**config.mk**
```make
export PLATFORM = sky130hd
export DESIGN_NAME = acq_readout_seq
export DESIGN_NICKNAME = d
export VERILOG_FILES = /design/src/rtl/acq_pkg.sv /design/src/rtl/acq_rd_addr_gen.sv /design/src/rtl/acq_readout_seq.sv
export SDC_FILE = /design/constraint.sdc
export NUM_CORES = 1
export LEC_CHECK = 0
export CAP_MARGIN = 30
export CELL_PAD_IN_SITES_DETAIL_PLACEMENT = 1
export CELL_PAD_IN_SITES_GLOBAL_PLACEMENT = 2
export CORE_MARGIN = 10
export CORE_UTILIZATION = 33
export DETAILED_ROUTE_END_ITERATION = 7
export PLACE_DENSITY_LB_ADDON = 0.05
export SETUP_SLACK_MARGIN = 0.4
export SLEW_MARGIN = 20
export SYNTH_ARGS = -nofsm -noshare
export SYNTH_HDL_FRONTEND = slang
export SYNTH_SLANG_ARGS = --single-unit
```
**constraint.sdc**
```tcl
create_clock -name clk -period 3.8 [get_ports clk]
set_clock_uncertainty 0.1 [all_clocks]
set_input_delay 0.76 -clock clk [delete_from_list [all_inputs] [get_ports clk]]
set_output_delay 0.76 -clock clk [all_outputs]
set_load 0.005 [all_outputs]
```
**src/rtl/acq_pkg.sv**
```systemverilog
`default_nettype none
// ============================================================================
// Module      : acq_pkg
// Description : Shared types and constants for the acquisition readout
//               sequencer: default RAM address width, FSM state encoding,
//               stream header magic byte and a channel-search helper.
// Revision    : 1.0  initial release
// ============================================================================
package acq_pkg;

  localparam int         C_RAM_WIDTH = 10;
  localparam logic [7:0] C_HDR_MAGIC = 8'hA5;

  typedef enum logic [3:0] {
    ST_IDLE     = 4'd0,
    ST_ARM      = 4'd1,
    ST_WAIT_CLR = 4'd2,
    ST_WAIT_RDY = 4'd3,
    ST_HDR      = 4'd4,
    ST_RD       = 4'd5,
    ST_CAP      = 4'd6,
    ST_SEND     = 4'd7,
    ST_FIN      = 4'd8
  } state_t;

  // Lowest enabled channel whose number is >= from; bit 2 flags that one exists.
  function automatic logic [2:0] find_ch(input logic [3:0] mask, input logic [2:0] from);
    logic [2:0] res;
    res = 3'b000;
    for (int i = 3; i >= 0; i--) begin
      if (mask[i] && (3'(i) >= from)) res = {1'b1, 2'(i)};
    end
    return res;
  endfunction

endpackage
`default_nettype wire

```
**src/rtl/acq_rd_addr_gen.sv**
```systemverilog
`default_nettype none
// ============================================================================
// Module      : acq_rd_addr_gen
// Description : Readout address generator. Computes the window base from the
//               trigger address and pretrigger depth, walks the sample index
//               with natural wrap of the RAM address space, and steps through
//               the enabled channels in ascending order.
// Revision    : 1.0  initial release
// ============================================================================
module acq_rd_addr_gen
  import acq_pkg::*;
#(
  parameter int RAM_WIDTH = C_RAM_WIDTH
) (
  input  logic                 clk,
  input  logic                 rstn,
  input  logic                 i_load,
  input  logic                 i_advance,
  input  logic [RAM_WIDTH-1:0] i_trig_addr,
  input  logic [RAM_WIDTH-1:0] i_pretrig,
  input  logic [RAM_WIDTH-1:0] i_nsmp,
  input  logic [3:0]           i_ch_mask,
  output logic [RAM_WIDTH-1:0] o_addr,
  output logic [1:0]           o_ch,
  output logic                 o_last,
  output logic                 o_empty
);

  logic [RAM_WIDTH-1:0] r_base;
  logic [RAM_WIDTH-1:0] r_idx;
  logic [1:0]           r_ch;
  logic [2:0]           w_first;
  logic [2:0]           w_next;
  logic                 w_idx_last;

  assign w_first    = find_ch(i_ch_mask, 3'd0);
  assign w_next     = find_ch(i_ch_mask, {1'b0, r_ch} + 3'd1);
  assign w_idx_last = (r_idx == i_nsmp - RAM_WIDTH'(1));

  // Address arithmetic is modulo 2^RAM_WIDTH, so the window wraps for free.
  assign o_addr  = r_base + r_idx;
  assign o_ch    = r_ch;
  assign o_last  = w_idx_last && !w_next[2];
  assign o_empty = (i_nsmp == '0) || (i_ch_mask == 4'd0);

  // Base/index/channel registers: load at capture complete, step per sent byte
  always_ff @(posedge clk) begin
    if (!rstn) begin
      r_base <= '0;
      r_idx  <= '0;
      r_ch   <= 2'd0;
    end else if (i_load) begin
      r_base <= i_trig_addr - i_pretrig;
      r_idx  <= '0;
      r_ch   <= w_first[2] ? w_first[1:0] : 2'd0;
    end else if (i_advance) begin
      if (w_idx_last) begin
        r_idx <= '0;
        r_ch  <= w_next[1:0];
      end else begin
        r_idx <= r_idx + RAM_WIDTH'(1);
      end
    end
  end

endmodule
`default_nettype wire

```
**src/rtl/acq_readout_seq.sv**
```systemverilog
`default_nettype none
// ============================================================================
// Module      : acq_readout_seq
// Description : Acquisition readout sequencer. Arms the capture block, waits
//               for a fresh capture (with timeout), then streams the selected
//               window of each enabled channel byte-by-byte over a
//               valid/ready interface, channel-major.
//               Optional macro ACQ_HEADER_EN adds a 4-byte stream header.
// Revision    : 1.0  initial release
// ============================================================================
module acq_readout_seq
  import acq_pkg::*;
#(
  parameter int RAM_WIDTH = C_RAM_WIDTH,
  parameter int TMO_BITS  = 28
) (
  input  logic                 clk,
  input  logic                 rstn,
  input  logic                 go,
  input  logic                 abort,
  output logic                 start_trigger,
  input  logic                 data_ready,
  input  logic [RAM_WIDTH-1:0] trig_point_addr,
  input  logic [RAM_WIDTH-1:0] pretrig,
  input  logic [RAM_WIDTH-1:0] nsmp,
  input  logic [3:0]           ch_mask,
  output logic                 rden,
  output logic [RAM_WIDTH-1:0] rdaddress,
  input  logic [31:0]          rd_data,
  output logic [7:0]           tx_data,
  output logic                 tx_valid,
  input  logic                 tx_ready,
  output logic                 busy,
  output logic                 done,
  output logic                 timeout
);

  state_t               r_state;
  state_t               w_next;
  logic [RAM_WIDTH-1:0] r_pretrig;
  logic [RAM_WIDTH-1:0] r_nsmp;
  logic [3:0]           r_mask;
  logic [TMO_BITS-1:0]  r_tmo;
  logic [7:0]           r_tx_data;
  logic                 w_in_wait;
  logic                 w_next_wait;
  logic                 w_tmo_sat;
  logic                 w_load;
  logic                 w_adv;
  logic                 w_last;
  logic                 w_empty;
  logic [1:0]           w_ch;

  assign w_in_wait   = (r_state == ST_WAIT_CLR) || (r_state == ST_WAIT_RDY);
  assign w_next_wait = (w_next == ST_WAIT_CLR) || (w_next == ST_WAIT_RDY);
  assign w_tmo_sat   = &r_tmo;

  acq_rd_addr_gen #(
    .RAM_WIDTH (RAM_WIDTH)
  ) u_addr_gen (
    .clk         (clk),
    .rstn        (rstn),
    .i_load      (w_load),
    .i_advance   (w_adv),
    .i_trig_addr (trig_point_addr),
    .i_pretrig   (r_pretrig),
    .i_nsmp      (r_nsmp),
    .i_ch_mask   (r_mask),
    .o_addr      (rdaddress),
    .o_ch        (w_ch),
    .o_last      (w_last),
    .o_empty     (w_empty)
  );

`ifdef ACQ_HEADER_EN
  logic [1:0] r_hdr_idx;
  logic [7:0] w_hdr_byte;

  // Header byte selected by position within the 4-byte header
  always_comb begin
    w_hdr_byte = C_HDR_MAGIC;
    case (r_hdr_idx)
      2'd0:    w_hdr_byte = C_HDR_MAGIC;
      2'd1:    w_hdr_byte = {4'b0000, r_mask};
      2'd2:    w_hdr_byte = 8'(r_nsmp >> 8);
      default: w_hdr_byte = 8'(r_nsmp);
    endcase
  end

  // Header position advances on each accepted header byte
  always_ff @(posedge clk) begin
    if (!rstn || r_state != ST_HDR) r_hdr_idx <= 2'd0;
    else if (tx_ready)              r_hdr_idx <= r_hdr_idx + 2'd1;
  end

  assign tx_data  = (r_state == ST_HDR) ? w_hdr_byte : r_tx_data;
  assign tx_valid = (r_state == ST_SEND) || (r_state == ST_HDR);
`else
  assign tx_data  = r_tx_data;
  assign tx_valid = (r_state == ST_SEND);
`endif

  // State register
  always_ff @(posedge clk) begin
    if (!rstn) r_state <= ST_IDLE;
    else       r_state <= w_next;
  end

  // Next-state logic and address-generator strobes; abort overrides everything
  always_comb begin
    w_next = r_state;
    w_load = 1'b0;
    w_adv  = 1'b0;
    case (r_state)
      ST_IDLE:     if (go) w_next = ST_ARM;
      ST_ARM:      w_next = ST_WAIT_CLR;
      // Only a falling data_ready proves the old capture is gone.
      ST_WAIT_CLR: begin
        if (w_tmo_sat)        w_next = ST_IDLE;
        else if (!data_ready) w_next = ST_WAIT_RDY;
      end
      ST_WAIT_RDY: begin
        if (w_tmo_sat) begin
          w_next = ST_IDLE;
        end else if (data_ready) begin
          w_load = 1'b1;
`ifdef ACQ_HEADER_EN
          w_next = ST_HDR;
`else
          w_next = w_empty ? ST_FIN : ST_RD;
`endif
        end
      end
`ifdef ACQ_HEADER_EN
      ST_HDR:      if (tx_ready && r_hdr_idx == 2'd3) w_next = w_empty ? ST_FIN : ST_RD;
`endif
      ST_RD:       w_next = ST_CAP;
      ST_CAP:      w_next = ST_SEND;
      ST_SEND: begin
        if (tx_ready) begin
          w_adv  = 1'b1;
          w_next = w_last ? ST_FIN : ST_RD;
        end
      end
      ST_FIN:      w_next = ST_IDLE;
      default:     w_next = ST_IDLE;
    endcase
    if (abort) begin
      w_next = ST_IDLE;
      w_load = 1'b0;
      w_adv  = 1'b0;
    end
  end

  // Configuration latch, trigger-wait counter and captured sample byte
  always_ff @(posedge clk) begin
    if (!rstn) begin
      r_pretrig <= '0;
      r_nsmp    <= '0;
      r_mask    <= 4'd0;
      r_tmo     <= '0;
      r_tx_data <= 8'd0;
    end else begin
      if (r_state == ST_IDLE && go && !abort) begin
        r_pretrig <= pretrig;
        r_nsmp    <= nsmp;
        r_mask    <= ch_mask;
      end
      // Counter spans both wait states and restarts on every new wait.
      if (w_in_wait && w_next_wait) r_tmo <= r_tmo + 1'b1;
      else                          r_tmo <= '0;
      if (r_state == ST_CAP) r_tx_data <= rd_data[{w_ch, 3'b000} +: 8];
    end
  end

  assign start_trigger = (r_state == ST_ARM);
  assign rden          = (r_state == ST_RD);
  assign busy          = (r_state != ST_IDLE);
  assign done          = (r_state == ST_FIN) && !abort;
  assign timeout       = w_in_wait && w_tmo_sat && !abort;

endmodule
`default_nettype wire

```
# Word-level counts from Yosys, hierarchy flattened
# Index checks and enable logic that the tools add are counted.
# Widths: inputs -> output; s select.
[word_totals]
ramBits = 0
memories = 0
reg_bits = 86
latchBits = 0
rom_bits = 0
in_bits = 72
[classes]
bitwise = 1
shift = 1
reduce_logical = 26
add_sub_neg = 6
n_mux = 30
order_cmp = 4
n_eq_ne = 10
div_mod_pow = 0
n_mul = 0
[op_table]
columns = ["operator", "count"]
rows = [
  ["$mux 4", 9],
  ["$shiftx 32x6->8", 1],
  ["$add 28x1->28 const B", 1],
  ["$pmux 4 s7", 1],
  ["$reduce_and 28->1", 1],
  ["$mux 3", 8],
  ["$eq 4x2->1 const B", 4],
  ["$eq 4x3->1 const B", 3],
  ["$logic_and 1x1->1", 11],
  ["$add 10x1->10 const B", 1],
  ["$add 10x10->10", 1],
  ["$eq 10x10->1", 1],
  ["$logic_not 10->1", 1],
  ["$mux 10", 1],
  ["$sub 10x1->10 const B", 1],
  ["$sub 10x10->10", 1],
  ["$logic_not 4->1", 2],
  ["$mux 2", 4],
  ["$mux 1", 7],
  ["$ge 1x3->1 const A", 2],
  ["$ge 2x3->1 const A", 2],
  ["$eq 4x1->1 const B", 1],
  ["$eq 4x4->1 const B", 1],
  ["$reduce_and 2->1", 2],
  ["7 further kinds", 11],
]

# Logic depth before layout (Yosys ltp)
[depth]
depth_word = 17
mapped_depth = 10

# Cells and area by module
# A second synthesis with hierarchy kept.
[unflattened]
hier_cells = 579
hier_area_um2 = 5089.9
[modules_own_cells]
columns = ["mod", "n_inst", "cells_per_inst", "area_per_inst_um2"]
rows = [
  ["acq_readout_seq", 1, 316, 2974.1],
  ["acq_rd_addr_gen", 1, 263, 2115.8],
]

# Worst setup path after synthesis
# OpenSTA, ideal clock, no wires.
[synth_timing]
kind = "register to output"
startpoint = "register u_addr_gen.r_idx[1]"
endpoint = "output rdaddress[9]"
setup_slack_ns = 0.906
path_stages_with_launch = 9
t_required_ns = 2.940
path_buffers = 0
arrival_time_ns = 2.034
path_cell_list = "dfxtp_1 ha_1 a21o_1 a21oi_1 o21bai_1 a2111oi_0 o31ai_1 a21oi_1 xnor2_1"
[synth_via]
elab_chain_len = 1
[synth_lines]
columns = ["item", "line", "source"]
rows = [
  ["from (decl)", "acq_rd_addr_gen.sv:30", "logic [RAM_WIDTH-1:0] r_idx;"],
  ["from (signal assigned)", "acq_rd_addr_gen.sv:61", "r_idx <= r_idx + RAM_WIDTH'(1);"],
  ["$add 10x10->10", "acq_rd_addr_gen.sv:41", "assign o_addr = r_base + r_idx;"],
  ["to (decl)", "acq_readout_seq.sv:28", "output logic [RAM_WIDTH-1:0] rdaddress,"],
]
# No other way between the ends.

# Worst setup path after layout
# Ends and elaborated chain as after synthesis.

==> qor.yml <==
outcome:
  status: "complete, no violations"
floorplanning:
  ios: 96
  rows: 44
  fp.dieArea_um2: 19900
  die_h_um: 141
  start_util_pct: 33.4
  core_um2: 14500
  fp.dieW_um: 141
critical_path:
  rr_endpoint: "u_addr_gen.o_ch[1]$_SDFFE_PN0P_"
  r2r_cells: 9
  cp_data_required_time_ns: 2.94
  worst-path-stages: 10
  startpoint_type: "flop"
  worst-setup-path-type: "reg2out"
  path_delay_family: "compound AO/OA/AOI/OAI gates"
  crit_start: "u_addr_gen.r_idx[1]$_SDFFE_PP0P_"
  slowest_delay_ns: 0.40
  cp.buffers_inverters: 2
  r2r-start: "r_nsmp[0]$_SDFFE_PN0P_"
  critPathMaxFanout: 2
  slowest_stage: "a2111oi_4"
  end_kind: "primary output"
  crit_end: "rdaddress[9]"
  arrival_ns: 2.51
  r2r_setup_slack_ns: 1.19
  cp_cell_sequence: "ha_1 > a21o_1 > a21oi_2 > o21bai_2 > a2111oi_4 > buf_4 > o31ai_1 > a21oi_1 > xnor2_1 > clkbuf_2"
detailed_routing:
  drc_errors: 0
  num_vias: 4387
  wirelength_um: 14300
  ant_nets: 0
  drtPass1Iterations: 4
  drt_iter0_markers: 119
  avgRoutedWirePerCell_um: 16.4
  via_per_inst: 5.03
timing:
  max_freq_mhz: 297
  timing.final.crit_share_pct: 88.6
  setup_viol: 0
  slew_headroom_pct: 51.1
  worstMarginPinSlew_ns: 0.731
  min_period_ns: 3.37
  drv_slew: 0
  tns_ns: 0
  finalWorstSetupSlack_ns: 0.435
  hold_viol: 0
  rsz0062_at_grt: "true"
clock_network:
  htree_num_levels: 3
  cts.sinks: 86
  ctsLongestPathBuffers: 2
  cts_buffers: 9
  clk_pin_slew_ns: 0.06
  clock_latency_ns: 0.34
  cts_tree: "yes"
  clockRootBuffer: "clkbuf_16"
synth:
  ys_seq_area_share_pct: 35.6
  async_flop_share_pct: 0
  ys_ff_latch: 86
  syn_nets: 683
  syn_area_um2: 4840
  synth.avg_cell_area_um2: 8.23
  ys.warnings.count: 0
  synth.distinct_cells: 63
  synth-edff-count: 0
  syn_inst: 588
  synthFlopType: "dfxtp_1"
placed_design:
  io_buffers: 95
  hpwlAfterDp_um: 11200
  place_ws_ns: 0.191
  place.gp.congestion: 0.818
  dpl.cell_count: 852
global_routing:
  antenna_found_initial: 0
  grt_max_degree: 44
  grt_pass1_vias: 4558
  grt_usage_pct: 14.1
  grt_pass1_wl_um: 23100
  grt_overflow: 0
layout:
  fin_nets: 779
  n_antenna_cell: 0
  fillers: 1738
  fin_cells: 872
  drive_gt1_share_pct: 8.58
  syn2layout_area_growth_pct: 31.7
run:
  max_cap_violations: 0
pwr:
  ir_drop_mv: 0.197
  p_leak_nw: 2.34
  power_density_nw_per_um2: 342
worst_hold_path:
  hp-class: "reg2reg"
[kinds of logic after synthesis]
group	share of synthesized area [%]
AND/OR/NAND/NOR	25.6
AO/OA/AOI/OAI	12.1
flip-flops	35.6
XOR/XNOR	10.9
buffers and inverters	4.26
adder cells (fa/ha/maj)	6.25
multiplexers	5.37
[layout by cell type, fill, tap and decap left out, drive strengths merged, types with 5 or more instances in the layout]
master / n
nand3: 18
nor3: 7
nand2: 87
inv: 34
xor2: 30
xnor2: 30
o21ai: 13
buf: 11
nor2: 76
mux2i: 8
nand4: 9
or3: 6
mux4: 8
and2: 5
ha: 21
clkbuf: 12
clkdlybuf4s50: 91
dfxtp: 86
nand2b: 5
a21oi: 50
and3: 14
[metal layers]
metal	share of wire, %	track usage, %	vias to the layer above
li1	-	-	2215
met1	46	16.9	2088
met2	50	24.6	69
met3	2.7	2.45	15
met4	1.5	4.78	0
met5	0	0	-
[power by group]
group          internal (mW)  total, mW  switching (mW)  leakage [nW]
Sequential             0.916      0.937          0.0201         0.697
Clock                  0.593      0.965           0.373         0.159
Combinational          0.147      0.281           0.133          1.49
Total                   1.66       2.18           0.526          2.34
[cell usage after synthesis, drive strengths merged, types with 9 or more instances]
master  count  area share (%)
nand4       9             1.5
xor2       30             5.4
o21ai      13             1.3
dfxtp      86              36
a21oi      50             5.2
inv        33             2.6
and3       14             1.8
ha         21             5.4
clkbuf     13             1.0
nor2       76             5.9
nand2      87             6.8
xnor2      30             5.4
nand3      18             1.9
[metrics by stage]
step	area, um2	utilization (%)	total power [mW]	hold slack [ns]
floorplan	4840	-	1.10	0.318
global placement	5980	41.3	1.23	0.327
detailed placement	5980	41.3	1.24	0.337
CTS	6340	43.8	2.22	0.353
global route	6380	44.0	2.28	0.373
finish	6380	44.0	2.18	0.347
[worst min-delay path by stage]
| stage | depth (start not counted) | slack, ns | start | to |
|---|---|---|---|---|
| 6_report | 1 | 0.35 | r_tmo[0]$_SDFF_PN0_ | r_tmo[0]$_SDFF_PN0_ |
| 5_1_grt | 1 | 0.37 | r_tmo[0]$_SDFF_PN0_ | r_tmo[0]$_SDFF_PN0_ |
| 4_1_cts | 1 | 0.35 | r_tmo[0]$_SDFF_PN0_ | r_tmo[0]$_SDFF_PN0_ |
| 3_5_place_dp | 1 | 0.34 | r_tmo[0]$_SDFF_PN0_ | r_tmo[0]$_SDFF_PN0_ |
| 3_3_place_gp | 1 | 0.33 | r_tmo[0]$_SDFF_PN0_ | r_tmo[0]$_SDFF_PN0_ |
| 2_1_floorplan | 1 | 0.32 | r_tmo[0]$_SDFF_PN0_ | r_tmo[0]$_SDFF_PN0_ |
[cell type report]
cell class / instances / area (um2) / area share [%]
clock inverter: 5 / 82.6 / 1.29
inverter: 33 / 124 / 1.94
sequential: 86 / 1730 / 27.1
timing repair buffer: 105 / 1010 / 15.9
clock buffer: 10 / 239 / 3.75
tap: 184 / 230 / 3.61
multi-input combinational: 449 / 2960 / 46.4
[worst register-to-register path, cell delays in order (launching register included)]
cell and delay (ns):
dfxtp_1 0.36, inv_1 0.08, ha_1 0.24, nor3b_1 0.32, nand2_1 0.17, xnor2_1 0.19
nor3_4 0.18, nand4_4 0.18, or4_1 0.54, a31oi_1 0.18
[repair_timing]
action | in CTS | in global routing
buffers inserted | 3 | 1
gates resized for setup | 13 | 12
hold buffers | 0 | 0
endpoints found under the setup margin | 5 | 5
pin swaps | 5 | 7
[sequential cells by signal (all words and copies together), names as in the netlist]
signal	cells
r_pretrig	10
u_addr_gen.r_base	10
r_tmo	28
u_addr_gen.o_ch	2
r_mask	4
tx_data	8
u_addr_gen.r_idx	10
r_nsmp	10
r_state	4
No activity file was read; power rests on OpenSTA's default activity.
